`src/rtl/amstrad_mem_arbiter.sv`:
```
// amstrad_mem_arbiter: shares one 16-bit req/ack memory port between the Z80 bus and the video fetcher.
// Latency: request to mem_req is 1 cycle; mem_ack to cpu_done/vid_valid is 1 cycle, then 1 turnaround cycle.
// Backpressure: CPU held via cpu_busy until cpu_done; video is one-deep, a lost request sets sticky vid_overrun.
// Optional refresh generator: define AMSTRAD_MEM_ARB_REFRESH_EN.
module amstrad_mem_arbiter #(
    parameter logic [6:0] VID_BANK       = 7'h00,
    parameter int         VID_BURST      = 2,
    parameter int         REFRESH_PERIOD = 64
) (
    input  logic        clk_i,
    input  logic        reset_n_i,
    input  logic        cpu_rd_i,
    input  logic        cpu_wr_i,
    input  logic [22:0] cpu_addr_i,
    input  logic [7:0]  cpu_wdata_i,
    output logic [7:0]  cpu_rdata_o,
    output logic        cpu_busy_o,
    output logic        cpu_done_o,
    input  logic        vid_req_i,
    input  logic [14:0] vid_addr_i,
    output logic [15:0] vid_data_o,
    output logic        vid_valid_o,
    output logic        vid_overrun_o,
    output logic        mem_req_o,
    output logic        mem_we_o,
    output logic [1:0]  mem_be_o,
    output logic [22:0] mem_addr_o,
    output logic [15:0] mem_wdata_o,
    input  logic [15:0] mem_rdata_i,
    input  logic        mem_ack_i,
    output logic        mem_refresh_o
);

    localparam logic [3:0] BURST_LIM = 4'(VID_BURST);
    localparam logic [7:0] REF_LAST  = 8'(REFRESH_PERIOD - 1);

    typedef enum logic [2:0] {
        ST_IDLE = 3'd0,
        ST_VID  = 3'd1,
        ST_CPU  = 3'd2,
        ST_DONE = 3'd3
`ifdef AMSTRAD_MEM_ARB_REFRESH_EN
        , ST_REF = 3'd4
`endif
    } state_t;

    state_t      state_q;
    logic        mem_req_q;
    logic        mem_we_q;
    logic [1:0]  mem_be_q;
    logic [22:0] mem_addr_q;
    logic [15:0] mem_wdata_q;
    logic        mem_refresh_q;
    logic [7:0]  cpu_rdata_q;
    logic        cpu_done_q;
    logic        cpu_busy_q;
    logic        cpu_seen_q;
    logic [15:0] vid_data_q;
    logic        vid_valid_q;
    logic        vid_overrun_q;
    logic        vid_pend_q;
    logic [14:0] vid_addr_q;
    logic [3:0]  vid_cnt_q;

    logic        cpu_req;
    logic        cpu_pend;
    logic        cpu_seen_d;
    logic        vid_want;
    logic        vid_blocked;
    logic [14:0] vid_sel_addr;
    logic [3:0]  vid_cnt_d;
    logic        in_idle;
    logic        ack_now;
    logic        grant_vid;
    logic        grant_ref;
    logic        grant_cpu;

    // Request decode and arbitration; fresh requests compete alongside latched ones.
    always_comb begin
        cpu_req      = cpu_rd_i | cpu_wr_i;
        // The CPU keeps its strobe up through the cpu_done cycle, so a completed
        // transaction must be masked until the strobe drops.
        cpu_pend     = cpu_req & ~cpu_seen_q;
        vid_want     = vid_req_i | vid_pend_q;
        vid_sel_addr = vid_req_i ? vid_addr_i : vid_addr_q;
        vid_blocked  = (vid_cnt_q == BURST_LIM) && cpu_pend;
        in_idle      = (state_q == ST_IDLE);
        ack_now      = mem_req_q & mem_ack_i;
        grant_vid    = in_idle && vid_want && !vid_blocked;
        grant_cpu    = in_idle && cpu_pend && !grant_vid && !grant_ref;
        cpu_seen_d   = cpu_req & (cpu_seen_q | (ack_now && (state_q == ST_CPU)));
        vid_cnt_d    = vid_cnt_q;
        if (!cpu_pend || grant_cpu) begin
            vid_cnt_d = 4'd0;
        end else if (grant_vid) begin
            vid_cnt_d = vid_cnt_q + 4'd1;
        end
    end

`ifdef AMSTRAD_MEM_ARB_REFRESH_EN
    logic [7:0] ref_cnt_q;
    logic       ref_pend_q;
    logic       ref_expire;

    assign ref_expire = (ref_cnt_q == REF_LAST);
    assign grant_ref  = in_idle && (ref_pend_q || ref_expire) && !grant_vid;

    // Free-running refresh timer; an expiry while one is already pending is absorbed.
    always_ff @(posedge clk_i or negedge reset_n_i) begin
        if (!reset_n_i) begin
            ref_cnt_q  <= 8'd0;
            ref_pend_q <= 1'b0;
        end else begin
            ref_cnt_q  <= ref_expire ? 8'd0 : ref_cnt_q + 8'd1;
            ref_pend_q <= ref_expire | (ref_pend_q & ~(ack_now && (state_q == ST_REF)));
        end
    end
`else
    assign grant_ref = 1'b0;
    logic unused_refresh_cfg;
    assign unused_refresh_cfg = ^REF_LAST;
`endif

    // Pending capture for video, CPU completion tracking and the fairness counter.
    always_ff @(posedge clk_i or negedge reset_n_i) begin
        if (!reset_n_i) begin
            vid_pend_q    <= 1'b0;
            vid_addr_q    <= 15'd0;
            vid_overrun_q <= 1'b0;
            vid_cnt_q     <= 4'd0;
            cpu_seen_q    <= 1'b0;
            cpu_busy_q    <= 1'b0;
        end else begin
            if (vid_req_i) begin
                vid_addr_q <= vid_addr_i;
                if (vid_pend_q) begin
                    vid_overrun_q <= 1'b1;
                end
            end
            // The address moves into mem_addr at grant, so the slot frees then and
            // a request arriving during the fetch queues for the next one.
            if (grant_vid) begin
                vid_pend_q <= 1'b0;
            end else if (vid_req_i) begin
                vid_pend_q <= 1'b1;
            end
            vid_cnt_q  <= vid_cnt_d;
            cpu_seen_q <= cpu_seen_d;
            cpu_busy_q <= cpu_req & ~cpu_seen_d;
        end
    end

    // Transaction FSM; every memory-side and completion output is registered here.
    always_ff @(posedge clk_i or negedge reset_n_i) begin
        if (!reset_n_i) begin
            state_q       <= ST_IDLE;
            mem_req_q     <= 1'b0;
            mem_we_q      <= 1'b0;
            mem_be_q      <= 2'b00;
            mem_addr_q    <= 23'd0;
            mem_wdata_q   <= 16'd0;
            mem_refresh_q <= 1'b0;
            cpu_rdata_q   <= 8'd0;
            cpu_done_q    <= 1'b0;
            vid_data_q    <= 16'd0;
            vid_valid_q   <= 1'b0;
        end else begin
            cpu_done_q  <= 1'b0;
            vid_valid_q <= 1'b0;
            case (state_q)
                ST_IDLE: begin
                    if (grant_vid) begin
                        state_q       <= ST_VID;
                        mem_req_q     <= 1'b1;
                        mem_we_q      <= 1'b0;
                        mem_be_q      <= 2'b11;
                        mem_addr_q    <= {VID_BANK, vid_sel_addr, 1'b0};
                        mem_refresh_q <= 1'b0;
                    end else if (grant_ref) begin
`ifdef AMSTRAD_MEM_ARB_REFRESH_EN
                        state_q       <= ST_REF;
`endif
                        mem_req_q     <= 1'b1;
                        mem_we_q      <= 1'b0;
                        mem_be_q      <= 2'b00;
                        mem_addr_q    <= 23'd0;
                        mem_refresh_q <= 1'b1;
                    end else if (grant_cpu) begin
                        state_q       <= ST_CPU;
                        mem_req_q     <= 1'b1;
                        mem_we_q      <= cpu_wr_i;
                        mem_be_q      <= cpu_wr_i ? (cpu_addr_i[0] ? 2'b10 : 2'b01) : 2'b11;
                        mem_addr_q    <= cpu_addr_i;
                        mem_wdata_q   <= {cpu_wdata_i, cpu_wdata_i};
                        mem_refresh_q <= 1'b0;
                    end
                end
                ST_VID: begin
                    if (mem_ack_i) begin
                        state_q     <= ST_DONE;
                        mem_req_q   <= 1'b0;
                        mem_be_q    <= 2'b00;
                        vid_data_q  <= mem_rdata_i;
                        vid_valid_q <= 1'b1;
                    end
                end
                ST_CPU: begin
                    if (mem_ack_i) begin
                        state_q    <= ST_DONE;
                        mem_req_q  <= 1'b0;
                        mem_we_q   <= 1'b0;
                        mem_be_q   <= 2'b00;
                        cpu_done_q <= 1'b1;
                        if (!mem_we_q) begin
                            cpu_rdata_q <= mem_addr_q[0] ? mem_rdata_i[15:8] : mem_rdata_i[7:0];
                        end
                    end
                end
`ifdef AMSTRAD_MEM_ARB_REFRESH_EN
                ST_REF: begin
                    if (mem_ack_i) begin
                        state_q       <= ST_DONE;
                        mem_req_q     <= 1'b0;
                        mem_refresh_q <= 1'b0;
                    end
                end
`endif
                ST_DONE: begin
                    state_q <= ST_IDLE;
                end
                default: begin
                    state_q   <= ST_IDLE;
                    mem_req_q <= 1'b0;
                end
            endcase
        end
    end

    assign cpu_rdata_o   = cpu_rdata_q;
    assign cpu_busy_o    = cpu_busy_q;
    assign cpu_done_o    = cpu_done_q;
    assign vid_data_o    = vid_data_q;
    assign vid_valid_o   = vid_valid_q;
    assign vid_overrun_o = vid_overrun_q;
    assign mem_req_o     = mem_req_q;
    assign mem_we_o      = mem_we_q;
    assign mem_be_o      = mem_be_q;
    assign mem_addr_o    = mem_addr_q;
    assign mem_wdata_o   = mem_wdata_q;
    assign mem_refresh_o = mem_refresh_q;

endmodule

```
`config.mk`:
```
export PLATFORM = sky130hd
export DESIGN_NAME = amstrad_mem_arbiter
export DESIGN_NICKNAME = d
export VERILOG_FILES = /design/src/rtl/amstrad_mem_arbiter.sv
export SDC_FILE = /design/constraint.sdc
export NUM_CORES = 1
export LEC_CHECK = 0
export CAP_MARGIN = 20
export CORE_MARGIN = 1.5
export CORE_UTILIZATION = 49
export CTS_BUF_LIST = sky130_fd_sc_hd__clkbuf_8
export DETAILED_ROUTE_END_ITERATION = 8
export PLACE_DENSITY = 0.87
export SYNTH_ARGS = -nofsm -noshare
export SYNTH_HDL_FRONTEND = slang
export SYNTH_SLANG_ARGS = --single-unit
export TNS_END_PERCENT = 100
```
`constraint.sdc`:
```
create_clock -name clk_i -period 5.45 [get_ports clk_i]
set_clock_uncertainty 0.05 [all_clocks]
set_input_delay 0.545 -clock clk_i [delete_from_list [all_inputs] [get_ports clk_i]]
set_output_delay 0.545 -clock clk_i [all_outputs]
set_load 0.03 [all_outputs]
```
==> results.sh <==
export IMPL_clock_fmax_ghz=0.347
export IMPL_die_area_um2=8180
export IMPL_totalPowerFinal_uw=3460
export IMPL_period_share=0.529
export IMPL_status="completed"
export IMPL_powerDensity_nw_per_um2=646
export IMPL_io_pins=140
export IMPL_antenna_left=0
export IMPL_root_buffer="clkbuf_8"
export IMPL_finalHoldViolations=0
export IMPL_startpoint_type="input pin"
export IMPL_grt_pass1_vias=2898
export IMPL_yosysUniqueCellTypes=38
export IMPL_die_x_um=90.4
export IMPL_drive_gt1_frac=0.157
export IMPL_slew_headroom=0.409
export IMPL_cts_tree="built"
export IMPL_synth_seq_cells=86
export IMPL_clk_pin_slew_ns=0.08
export IMPL_coreArea_um2=7330
export IMPL_cap_violations=0
export IMPL_fin_util=0.732
export IMPL_syn_avg_cell_area_um2=12.5
export IMPL_cp_end_kind="register"
export IMPL_detail_route_vias_per_cell=5.19
export IMPL_wl_per_cell_um=15.5
export IMPL_finalWirelength_um=8230
export IMPL_nets=502
export IMPL_syn_area_um2=3750
export IMPL_grt_usage=0.214
export IMPL_fin_crit_ns=2.88
export IMPL_initial_core_util=0.511
export IMPL_grt_overflow_total=0
export IMPL_grt_max_degree=87
export IMPL_dp_hpwl_um=5880
export IMPL_ctsHtreeMaxLevel=3
export IMPL_worstPathArrival_ns=3.06
export IMPL_worstHoldPathType="register to register"
export IMPL_die_h_um=90.4
export IMPL_finalSetupViolations=0
export IMPL_rsz0062_at_grt="false"
export IMPL_syn_inst=300
export IMPL_drv_slew=0
export IMPL_yosys_area_top_type="dfrtp_1"
export IMPL_cp_max_fo=20
export IMPL_worst_ir_drop_vdd_mv=0.337
export IMPL_route_detailed_drc=0
export IMPL_clk_insertion_delay_late_ns=0.35
export IMPL_yosys_warnings=0
export IMPL_worstMarginPinSlew_ns=0.884
export IMPL_cts_setup_buffers=0
export IMPL_area_growth_pct=43.2
export IMPL_cts_path_max_buffers=2
export IMPL_cts_buffers=9
export IMPL_diodes=0
export IMPL_place_congestion=0.808
export IMPL_required_ns=5.63
export IMPL_rows=31
export IMPL_antenna_found_initial=0
export IMPL_yosys_top_cells_area="dfrtp_1, mux2_2, mux2i_1"
export IMPL_fin_tns_setup_ns=0
export IMPL_dr_first_iter_drc_count=122
export IMPL_netlist_area_leader_share=0.574
export IMPL_syn_nets=374
export IMPL_cts_resized_gates=0
export IMPL_io_buffers=138
export IMPL_critPathKind="input pin to register"
export IMPL_vias=2763
export IMPL_grt_pass1_wl_um=14000
export IMPL_cts_sinks=86
export IMPL_p_leak_uw=0.00229
export IMPL_drtPass1Iterations=4
export IMPL_ys_seq_area_frac=0.574
[cells in the final DEF, fill, tap and decap left out, types with 2 or more instances in the layout]
cell and n:
a21oi_1 8, a221o_1 9, a22o_1 2, and2_0 2, and2_1 8, and3_1 2
buf_4 2, bufinv_16 3, clkbuf_8 9, clkdlybuf4s50_1 137, dfrtp_1 86, ha_1 6
inv_1 6, inv_6 2, mux2_2 40, mux2i_1 14, nand2_1 35, nand2b_1 2
nand3b_1 4, nor2_1 6, o21ai_0 25, o21ai_1 4
[through the flow]
step	hold WS (ns)	worst slack (ns)	instances	cell area, um2
final	0.418	2.57	532	5360
after global placement	0.390	2.29	514	5080
after detailed placement	0.399	2.17	514	5080
after global routing	0.448	2.41	532	5360
after CTS	0.362	2.55	530	5330
after floorplan	0.199	3.58	300	3750
[layer usage]
metal | global-route usage | wire length, um
met5 | 0 | 0
met4 | 0.0820 | 166
met3 | 0.0429 | 535
met1 | 0.279 | 3520
met2 | 0.352 | 4010
[area by class of cell]
type / instances / area, um2
Fill cell: 503 / 1970
Clock buffer: 9 / 124
Timing Repair Buffer: 141 / 1420
Inverter: 6 / 22.5
Multi-Input combinational cell: 184 / 1400
Tap cell: 99 / 124
Sequential cell: 86 / 2150
Clock inverter: 7 / 120
[cells by family (layout without fill, tap and decap cells)]
logic type,count (synthesis),in the layout,synth area share
DFF,86,86,0.574
and+or+nand+nor,66,66,0.0885
AOI/OAI and AO/OA,56,56,0.102
muxes,55,55,0.162
buffers and inverters,30,163,0.0528
adders and majority gates,6,6,0.0200
other,1,1,0.00100
[final timing paths]
| kind | start | to | slack (ns) | depth (start not counted) |
|---|---|---|---|---|
| setup / recovery | vid_req_i | mem_addr_o[14] | 2.57 | 5 |
| hold / removal | vid_overrun_o | vid_overrun_o | 0.42 | 1 |
| setup reg to reg | state_q[1] | mem_addr_o[14] | 2.89 | 6 |
| hold reg to reg | vid_overrun_o | vid_overrun_o | 0.42 | 1 |
| max in group asynchronous | reset_n_i | vid_addr_q[9] | 4.23 | 3 |
| min in group asynchronous | reset_n_i | vid_data_o[15] | 0.54 | 2 |
[cell usage after synthesis]
cell type / count
a21boi_4: 1
a21o_1: 1
a21oi_1: 8
a21oi_2: 1
a221o_1: 9
a22o_1: 2
a32o_1: 1
and2_0: 2
and2_1: 8
and3_1: 2
buf_2: 2
buf_4: 12
buf_6: 5
clkbuf_1: 5
conb_1: 1
dfrtp_1: 86
ha_1: 6
inv_1: 6
mux2_2: 40
mux2_4: 1
mux2i_1: 14
nand2_1: 35
nand2b_1: 2
nand3_1: 1
nand3b_1: 4
nand4b_1: 1
nor2_1: 6
nor2_4: 1
nor3_1: 1
nor3b_2: 1
o21a_4: 1
o21ai_0: 25
o21ai_1: 4
o21ba_2: 1
o21bai_2: 1
o22ai_1: 1
or2_4: 1
or3b_1: 1
[timing repair]
item                                    in CTS  in global routing
hold buffers                                 0                  1
endpoints found under the hold margin        0                 14
endpoints found under the setup margin       0                  0
[sequential cells by signal, indices dropped and copies added, names as in the netlist]
signal and cells:
mem_req_o 1, vid_overrun_o 1, mem_we_o 1, vid_pend_q 1, vid_addr_q 15, mem_wdata_o 8, vid_valid_o 1, mem_be_o 2
cpu_rdata_o 8, cpu_done_o 1, vid_cnt_q 4, mem_addr_o 23, state_q 2, cpu_busy_o 1, cpu_seen_q 1, vid_data_o 16
[critical path, cell delays in order]
cell and delay [ns]:
clkdlybuf4s50_1 1.05, o21a_4 0.26, a21boi_4 0.61, nor2_4 0.23, a221o_1 0.35
[power breakdown]
part | leakage, uW | internal (uW) | switching, uW
clock network | 0.000120 | 307 | 222
logic | 0.00113 | 833 | 1040
registers | 0.00104 | 901 | 163
total | 0.00229 | 2040 | 1420
Note: power is estimated with default switching activity, not from simulation.
